$ cat src/rtl/chan_pkt_pkg.sv
// rtl/chan_pkt_pkg.sv - channel packet header fields and FIFO-side state encodings
package chan_pkt_pkg;

    localparam int HDR_OVERRUN      = 31;
    localparam int HDR_STARTOFBURST = 28;
    localparam int HDR_ENDOFBURST   = 27;
    localparam int HDR_RSSI_FLAG    = 26;
    localparam int HDR_MF_FLAG      = 25;
    localparam int HDR_CHAN_MSB     = 20;
    localparam int HDR_CHAN_LSB     = 16;
    localparam int HDR_RSSI_MSB     = 15;
    localparam int HDR_RSSI_LSB     = 9;
    localparam int HDR_PAYLOAD_MSB  = 8;
    localparam int HDR_PAYLOAD_LSB  = 2;

    typedef enum logic [2:0] {
        ST_IDLE    = 3'd0,
        ST_HDR     = 3'd1,
        ST_TS      = 3'd2,
        ST_FIRST   = 3'd3,
        ST_COLLECT = 3'd4,
        ST_PAD     = 3'd5
    } chan_state_e;

    function automatic logic [6:0] rssi_sat(input logic [31:0] rssi);
        return (rssi > 32'd127) ? 7'd127 : rssi[6:0];
    endfunction

endpackage

$ cat src/rtl/chan_fifo_writer_if.sv
// rtl/chan_fifo_writer_if.sv - write port into the per-channel RX FIFO
interface chan_fifo_writer_if;
    logic [8:0]  fifo_space;
    logic        wrreq;
    logic [31:0] fifodata;
    logic        pkt_done;

    modport master (input fifo_space, output wrreq, output fifodata, output pkt_done);
    modport slave  (output fifo_space, input wrreq, input fifodata, input pkt_done);
endinterface

$ cat src/rtl/chan_header_pack.sv
// rtl/chan_header_pack.sv - combinational packet header assembly (RSSI tag under RX_RSSI_TAG_EN)
module chan_header_pack
    import chan_pkt_pkg::*;
(
    input  logic [6:0]  payload,
    input  logic [4:0]  chan,
    input  logic        start_of_burst,
    input  logic        overrun,
    input  logic [31:0] rssi,
    output logic [31:0] header
);

`ifndef RX_RSSI_TAG_EN
    logic unused_rssi;
    assign unused_rssi = ^rssi;
`endif

    always_comb begin
        header = '0;
        header[HDR_PAYLOAD_MSB:HDR_PAYLOAD_LSB] = payload;
        header[HDR_CHAN_MSB:HDR_CHAN_LSB]       = chan;
        header[HDR_STARTOFBURST]                = start_of_burst;
        header[HDR_OVERRUN]                     = overrun;
`ifdef RX_RSSI_TAG_EN
        header[HDR_RSSI_MSB:HDR_RSSI_LSB]       = rssi_sat(rssi);
`else
        header[HDR_RSSI_MSB:HDR_RSSI_LSB]       = 7'd0;
`endif
    end

endmodule

$ cat src/rtl/chan_fifo_writer.sv
// rtl/chan_fifo_writer.sv - frames rx samples into header/timestamp/payload packets; RX_RSSI_TAG_EN tags header with RSSI
module chan_fifo_writer
    import chan_pkt_pkg::*;
#(
    parameter int PKT_SAMPLES = 126,
    parameter int CHANNEL     = 0
) (
    input  logic                      rx_clock,
    input  logic                      reset,
    input  logic                      rx_enable,
    input  logic                      rx_strobe,
    input  logic [15:0]               rx_i,
    input  logic [15:0]               rx_q,
    input  logic [31:0]               timestamp_clock,
    input  logic [31:0]               rssi,
    chan_fifo_writer_if.master        fifo,
    output logic                      overrun,
    output logic [14:0]               debug
);

    localparam logic [6:0] PKT_LEN      = 7'(PKT_SAMPLES);
    localparam logic [8:0] SPACE_NEEDED = 9'(PKT_SAMPLES + 2);
    localparam logic [4:0] CHAN_ID      = 5'(CHANNEL);

    chan_state_e state_q, state_d;
    logic [6:0]  count_q, count_d;
    logic        burst_active_q, burst_active_d;
    logic        ovr_pend_q, ovr_pend_d;
    logic [31:0] sample_q, sample_d;
    logic [31:0] ts_q, ts_d;

    logic        wrreq_c, pkt_done_c, overrun_c;
    logic [31:0] fifodata_c;
    logic [31:0] header;

    chan_header_pack u_header_pack (
        .payload        (PKT_LEN),
        .chan           (CHAN_ID),
        .start_of_burst (!burst_active_q),
        .overrun        (ovr_pend_q),
        .rssi           (rssi),
        .header         (header)
    );

    always_comb begin
        state_d        = state_q;
        count_d        = count_q;
        burst_active_d = burst_active_q;
        ovr_pend_d     = ovr_pend_q;
        sample_d       = sample_q;
        ts_d           = ts_q;
        wrreq_c        = 1'b0;
        pkt_done_c     = 1'b0;
        overrun_c      = 1'b0;
        fifodata_c     = 32'd0;

        case (state_q)
            ST_IDLE: begin
                if (!rx_enable) begin
                    burst_active_d = 1'b0;
                end else if (rx_strobe) begin
                    // Room for the whole packet is checked up front so packets are never truncated.
                    if (fifo.fifo_space >= SPACE_NEEDED) begin
                        sample_d = {rx_q, rx_i};
                        ts_d     = timestamp_clock;
                        state_d  = ST_HDR;
                    end else begin
                        overrun_c      = 1'b1;
                        ovr_pend_d     = 1'b1;
                        burst_active_d = 1'b1;
                    end
                end
            end
            ST_HDR: begin
                wrreq_c        = 1'b1;
                fifodata_c     = header;
                burst_active_d = 1'b1;
                ovr_pend_d     = 1'b0;
                state_d        = ST_TS;
            end
            ST_TS: begin
                wrreq_c    = 1'b1;
                fifodata_c = ts_q;
                state_d    = ST_FIRST;
            end
            ST_FIRST: begin
                wrreq_c    = 1'b1;
                fifodata_c = sample_q;
                count_d    = 7'd1;
                if (PKT_LEN == 7'd1) begin
                    pkt_done_c = 1'b1;
                    state_d    = ST_IDLE;
                end else begin
                    state_d    = ST_COLLECT;
                end
            end
            ST_COLLECT: begin
                if (!rx_enable) begin
                    state_d = ST_PAD;
                end else if (rx_strobe) begin
                    wrreq_c    = 1'b1;
                    fifodata_c = {rx_q, rx_i};
                    count_d    = count_q + 7'd1;
                    if (count_d == PKT_LEN) begin
                        pkt_done_c = 1'b1;
                        state_d    = ST_IDLE;
                    end
                end
            end
            ST_PAD: begin
                wrreq_c    = 1'b1;
                fifodata_c = 32'd0;
                count_d    = count_q + 7'd1;
                if (count_d == PKT_LEN) begin
                    pkt_done_c     = 1'b1;
                    burst_active_d = 1'b0;
                    state_d        = ST_IDLE;
                end
            end
            default: state_d = ST_IDLE;
        endcase

        // Nothing escapes to the FIFO while reset is held.
        if (reset) begin
            wrreq_c    = 1'b0;
            pkt_done_c = 1'b0;
            overrun_c  = 1'b0;
            fifodata_c = 32'd0;
        end
    end

    always_ff @(posedge rx_clock) begin
        if (reset) begin
            state_q        <= ST_IDLE;
            count_q        <= 7'd0;
            burst_active_q <= 1'b0;
            ovr_pend_q     <= 1'b0;
            sample_q       <= 32'd0;
            ts_q           <= 32'd0;
        end else begin
            state_q        <= state_d;
            count_q        <= count_d;
            burst_active_q <= burst_active_d;
            ovr_pend_q     <= ovr_pend_d;
            sample_q       <= sample_d;
            ts_q           <= ts_d;
        end
    end

    assign fifo.wrreq    = wrreq_c;
    assign fifo.fifodata = fifodata_c;
    assign fifo.pkt_done = pkt_done_c;
    assign overrun       = overrun_c;
    assign debug         = {6'd0, wrreq_c, pkt_done_c, overrun_c, 3'(state_q),
                            rx_enable, rx_strobe, rx_clock};

endmodule

$ cat src/flat_wrapper.sv
// flat-port wrapper written by rule: the top's interface ports become plain ports
module chan_fifo_writer_flat import chan_pkt_pkg::*;
#(
    parameter int PKT_SAMPLES = 126,
    parameter int CHANNEL     = 0
)
  (rx_clock, reset, rx_enable, rx_strobe, rx_i, rx_q, timestamp_clock, rssi, overrun, debug, fifo_fifo_space, fifo_wrreq, fifo_fifodata, fifo_pkt_done);
  chan_fifo_writer_if fifo_i ();
  input  logic rx_clock;
  input  logic reset;
  input  logic rx_enable;
  input  logic rx_strobe;
  input  logic [15:0] rx_i;
  input  logic [15:0] rx_q;
  input  logic [31:0] timestamp_clock;
  input  logic [31:0] rssi;
  output logic overrun;
  output logic [14:0] debug;
  input wire logic [$bits(fifo_i.fifo_space)-1:0] fifo_fifo_space;
  output wire logic [$bits(fifo_i.wrreq)-1:0] fifo_wrreq;
  output wire logic [$bits(fifo_i.fifodata)-1:0] fifo_fifodata;
  output wire logic [$bits(fifo_i.pkt_done)-1:0] fifo_pkt_done;
  assign fifo_i.fifo_space = fifo_fifo_space;
  assign fifo_wrreq = fifo_i.wrreq;
  assign fifo_fifodata = fifo_i.fifodata;
  assign fifo_pkt_done = fifo_i.pkt_done;
  chan_fifo_writer #(.PKT_SAMPLES(PKT_SAMPLES), .CHANNEL(CHANNEL)) u_core (.rx_clock(rx_clock), .reset(reset), .rx_enable(rx_enable), .rx_strobe(rx_strobe), .rx_i(rx_i), .rx_q(rx_q), .timestamp_clock(timestamp_clock), .rssi(rssi), .fifo(fifo_i), .overrun(overrun), .debug(debug));
endmodule
$ cat config.mk
export PLATFORM = sky130hd
export DESIGN_NAME = chan_fifo_writer_flat
export DESIGN_NICKNAME = d
export VERILOG_FILES = /design/src/rtl/chan_pkt_pkg.sv /design/src/rtl/chan_fifo_writer_if.sv /design/src/rtl/chan_header_pack.sv /design/src/rtl/chan_fifo_writer.sv /design/src/flat_wrapper.sv
export SDC_FILE = /design/constraint.sdc
export NUM_CORES = 1
export LEC_CHECK = 0
export BUFFER_PORTS_ARGS = -buffer_cell sky130_fd_sc_hd__clkbuf_2
export CORE_AREA = 8 8 99 101
export DETAILED_ROUTE_END_ITERATION = 10
export DIE_AREA = 0 0 107 109
export GPL_TIMING_DRIVEN = 0
export PLACE_DENSITY = 0.79
export REMOVE_ABC_BUFFERS = 1
export SLEW_MARGIN = 20
export SYNTH_ARGS = -nofsm -noshare
export SYNTH_HDL_FRONTEND = slang
export SYNTH_SLANG_ARGS = --single-unit
$ cat constraint.sdc
create_clock -name rx_clock -period 2.1 [get_ports rx_clock]
set_input_delay 0.105 -clock rx_clock [delete_from_list [all_inputs] [get_ports rx_clock]]
set_output_delay 0.105 -clock rx_clock [all_outputs]
set_load 0.005 [all_outputs]
# == After elaboration in Yosys (flattened, before gate mapping) ==
# Index checks and enable logic that the tools add are counted.
# word_totals
word_cells,70
mem_bits_ro,0
input_bits,109
ff_bits,76
latch_bits,0
n_memories,0
mem_bits_rw,0
output_inout_bits,50
# classes
n_mul,0
magnitude_cmp,1
bitwise,0
reduce_logical,11
n_eq_ne,16
shifts,0
div_mod_pow,0
addsub,1
mux,35
# ops
op,count
one-hot mux 32 bit (4 select lines),1
two-way mux 32 bit,3
one-hot mux 7 bit (3 select lines),1
two-way mux 3 bit,6
one-hot mux 3 bit (6 select lines),1
two-way mux 1 bit,17
AND reduction 4 bit,4
two-way mux 7 bit,2
"!= test 2 bit, second input constant",5
"greater-or-equal comparator 9 x 8 -> 1 bit, second input constant",1
"!= test 3 bit, second input constant",3
"adder 7 x 1 -> 7 bit, second input constant",1
"equality test 7 bit, second input constant",1
"equality test 3 x 2 -> 1 bit, second input constant",2
"equality test 3 bit, second input constant",2
one-hot mux 1 bit (2 select lines),3
nonzero test 3 bit,2
"!= test 2 x 1 -> 1 bit, second input constant",2
OR reduction 4 bit,1
"equality test 3 x 1 -> 1 bit, second input constant",1
logical NOT 3 bit,1
one-hot mux 1 bit (3 select lines),1
AND reduction 3 bit,1
nonzero test 2 bit,1
logical NOT 1 bit,1

# == Depth between registers and ports, before layout ==
# depth
word_depth,7
ltp_mapped,7

# == Hierarchy ==
# Synthesis repeated with hierarchy kept, for this count alone.
# unflattened
hier_cells,679
hier_area_um2,4777.1
# modules_own_cells
module,cells_per_inst,instances,area_each_um2
chan_fifo_writer,646,1,4533.1
chan_header_pack,33,1,244.0

==> results.ini <==
[run_status]
status = finished clean

[layout]
layout_commonest_cell = nand2_1
fin_util_pct = 63.9
fin_area_um2 = 5360
num_antenna_cells = 0
seqCellArea_um2 = 1540
final_cell_mix = 148 x nand2_1, 113 x clkbuf_2, 73 x a21oi_1
multi_input_area_um2 = 2080
drive_above_1_share_pct = 26.8
layout.nets = 775
n_fill_cell = 688
area_growth_pct = 38.7

[min_path]
hold_end = u_core.sample_q[10]$_SDFFE_PP0P_
hold_path_class = in -> reg
hold_depth = 3
holdCritStartpoint = rx_i[10]

[sta]
setup_viol = 0
rsz0062_at_grt = false
hold_viol_final = 0
relSlewSlack_pct = 62.1
slew_violations = 0
tightest_slew_ns = 0.567
period_share_pct = 97.3
clock.fmax_mhz = 489
min_period_ns = 2.04
fin_skew_ns = 0.0142

[setup_path]
crit_path_max_incr_delay_ns = 0.57
worst_path_max_delay_cell = or3_4
crit_path_cell_trace = buf_4 > or3_4 > or3_4 > buf_12 > nand2_1 > a21oi_1
worst_r2r_path_depth = 6
critical_path_class = reg -> reg
arrival_ns = 2.24
r2r_start = u_core.state_q[2]$_SDFFE_PP0P_
crit_required_ns = 2.30
rr_endpoint = u_core.ts_q[17]$_SDFFE_PP0P_
crit_fanout = 37
critPathLaunchType = flop
end_kind = flop
reg2reg_slack_ns = 0.06
path_common_cell = or3_4

[global_route]
grt_pass1_wl_mm = 20.2
grt_max_degree = 52
grt_usage_pct = 21.1
antenna_found_initial = 0
first_global_vias = 4254
grt_overflow = 0

[floorplanning]
start_util_pct = 46.1
die-area_um2 = 11700
io_pins = 159
die_w_um = 107
rows = 34
coreArea_um2 = 8380
die_h_um = 109

[pwr]
switching_power_uw = 892
p_int_mw = 2.39
power_switching_share_pct = 27.1
vdd_drop_max_mv = 0.422
sequentialPowerShare_pct = 47.5
comb_power_share_pct = 17.1
clkPwrFrac_pct = 35.4
pwr_density_cell_nw_per_um2 = 614
leakagePower_nw = 2.06

[synth]
syn_area_per_cell_um2 = 7.56
yosysTopAreaCell = dfxtp_1
netlist_top_cells_area = dfxtp_1 39%, nand2_1 14%, a21oi_1 9.5%, a222oi_1 6.2%, nor2_1 3.9%
yosys_warnings = 0
synth_edf_count = 0
synth-seq-cells = 76
synthCells = 511
ys_types = 44
syn_area_um2 = 3860
yosysTopAreaCellShare_pct = 39.4
seq_area_frac_synth_pct = 39.4
synth_ff_type = dfxtp_1
async_flop_share_pct = 0

[clocking]
htreeDepth = 3
cts_buffers = 9
clock_path_buffers = 2
path_clk_slew_ns = 0.07
cts_root_buf = clkbuf_8
cts_tree = done
clock_latency_ns = 0.35

[routing]
vias = 4339
drc = 0
dr.pass1.iters = 9
first_iter_violations = 380
ant_nets = 0
wl_mm = 12.6
via_per_inst = 5.58
wl_per_cell_um = 16.3

[flow_run]
drv_cap = 0

[place]
dp_hpwl_mm = 7.71
portBuffers = 113
gp_congestion = 0.833
placed_area_um2 = 4380

==> registers in the layout, summed over array words and instances, names as in the netlist <==
register	flops
u_core.count_q	7
u_core.ts_q	32
u_core.state_q	3
u_core.burst_active_q	1
u_core.ovr_pend_q	1
u_core.sample_q	32
==> how the worst max path moves through the flow <==
| stage | start | endpoint | slack, ns | depth (start not counted) |
|---|---|---|---|---|
| 3_5_place_dp | u_core.state_q[2]$_SDFFE_PP0P_ | u_core.ts_q[19]$_SDFFE_PP0P_ | -0.37 | 5 |
| 3_3_place_gp | u_core.state_q[2]$_SDFFE_PP0P_ | fifo_fifodata[2] | -2.90 | 5 |
| 6_report | u_core.state_q[2]$_SDFFE_PP0P_ | u_core.ts_q[17]$_SDFFE_PP0P_ | 0.06 | 6 |
| 5_1_grt | u_core.state_q[2]$_SDFFE_PP0P_ | u_core.ts_q[17]$_SDFFE_PP0P_ | 0.006 | 6 |
| 4_1_cts | u_core.state_q[2]$_SDFFE_PP0P_ | fifo_fifodata[27] | 0.002 | 7 |
| 2_1_floorplan | u_core.state_q[2]$_SDFFE_PP0P_ | fifo_fifodata[0] | -0.91 | 4 |
==> through the flow <==
stage,power (mW),hold WS (ns),TNS [ns],setup slack (ns),cells
floorplan,1.79,0.105,-51.29,-0.909,461
global placement,1.99,0.189,-168.35,-2.90,682
detailed placement,2.04,0.189,-20.85,-0.374,692
CTS,3.30,0.00517,0,0.00226,774
global route,3.43,0.0215,0,0.00649,777
finish,3.29,0.0194,0,0.0568,777
==> layout make-up <==
cell class	count	area share (%)
Multi-Input combinational cell	382	38.9
Sequential cell	76	28.7
Timing Repair Buffer	190	25.6
Clock buffer	15	3.76
Tap cell	108	2.52
Inverter	4	0.280
Clock inverter	2	0.210
==> routing by layer <==
| layer | track usage [%] | vias up | share of wire [%] |
|---|---|---|---|
| met1 | 24.2 | 2022 | 39 |
| met2 | 36.7 | 220 | 50 |
| li1 | - | 2069 | - |
| met3 | 5.32 | 28 | 8.4 |
| met4 | 8.84 | 0 | 2.0 |
| met5 | 0 | - | 0 |
==> Yosys cell counts, types with 2 or more instances <==
master    count
and3b_1       2
dfxtp_1      76
nand2b_1      5
inv_1         4
nand2_1     148
buf_6        13
o21ai_0      12
a21oi_1      73
nor2b_1       5
and3_1        2
clkbuf_1     24
a222oi_1     24
a21o_1        7
ha_1          2
nand3_1       3
nand3b_1      3
or3_1         3
nand4b_1      2
a211oi_1      5
o211ai_1      2
buf_4        12
buf_1         2
a22oi_1       2
a221oi_1      2
nor2_1       40
a21oi_2      11
buf_2         4
a31oi_1       2
nor3_1        6
==> cells by family after synthesis <==
logic type                 after synthesis  share of synthesized area, %
and+or+nand+nor                        225                          24.8
DFF                                     76                          39.4
buffers and inverters                   59                          9.56
other                                    1                        0.0971
muxes                                    1                         0.292
adders and majority gates                2                         0.648
AOI/OAI and AO/OA                      147                          25.2
==> power groups by stage <==
stage	clock network (mW)	logic (mW)	registers, mW
global placement	0.0208	0.387	1.59
finish	1.16	0.563	1.56
detailed placement	0.0208	0.430	1.59
CTS	1.19	0.547	1.56
global route	1.25	0.615	1.57
floorplan	0	0.214	1.58
==> critical path, delay by kind of cell (launching register included) <==
family / cells / cell delay (ns)
AND/OR/NAND/NOR: 3 / 1.05
AO/OA/AOI/OAI: 1 / 0.07
flip-flops: 1 / 0.38
buffers and inverters: 2 / 0.40
==> repair_timing <==
item / 4_1_cts / 5_1_grt
endpoints found under the setup margin: 102 / 67
gates resized for setup: 18 / 7
setup buffers: 6 / 3
endpoints found under the hold margin: 59 / 0
pin swaps: 3 / 3
hold buffers: 59 / 0
gates cloned: 1 / 0
Note: power is estimated with default switching activity, not from simulation.
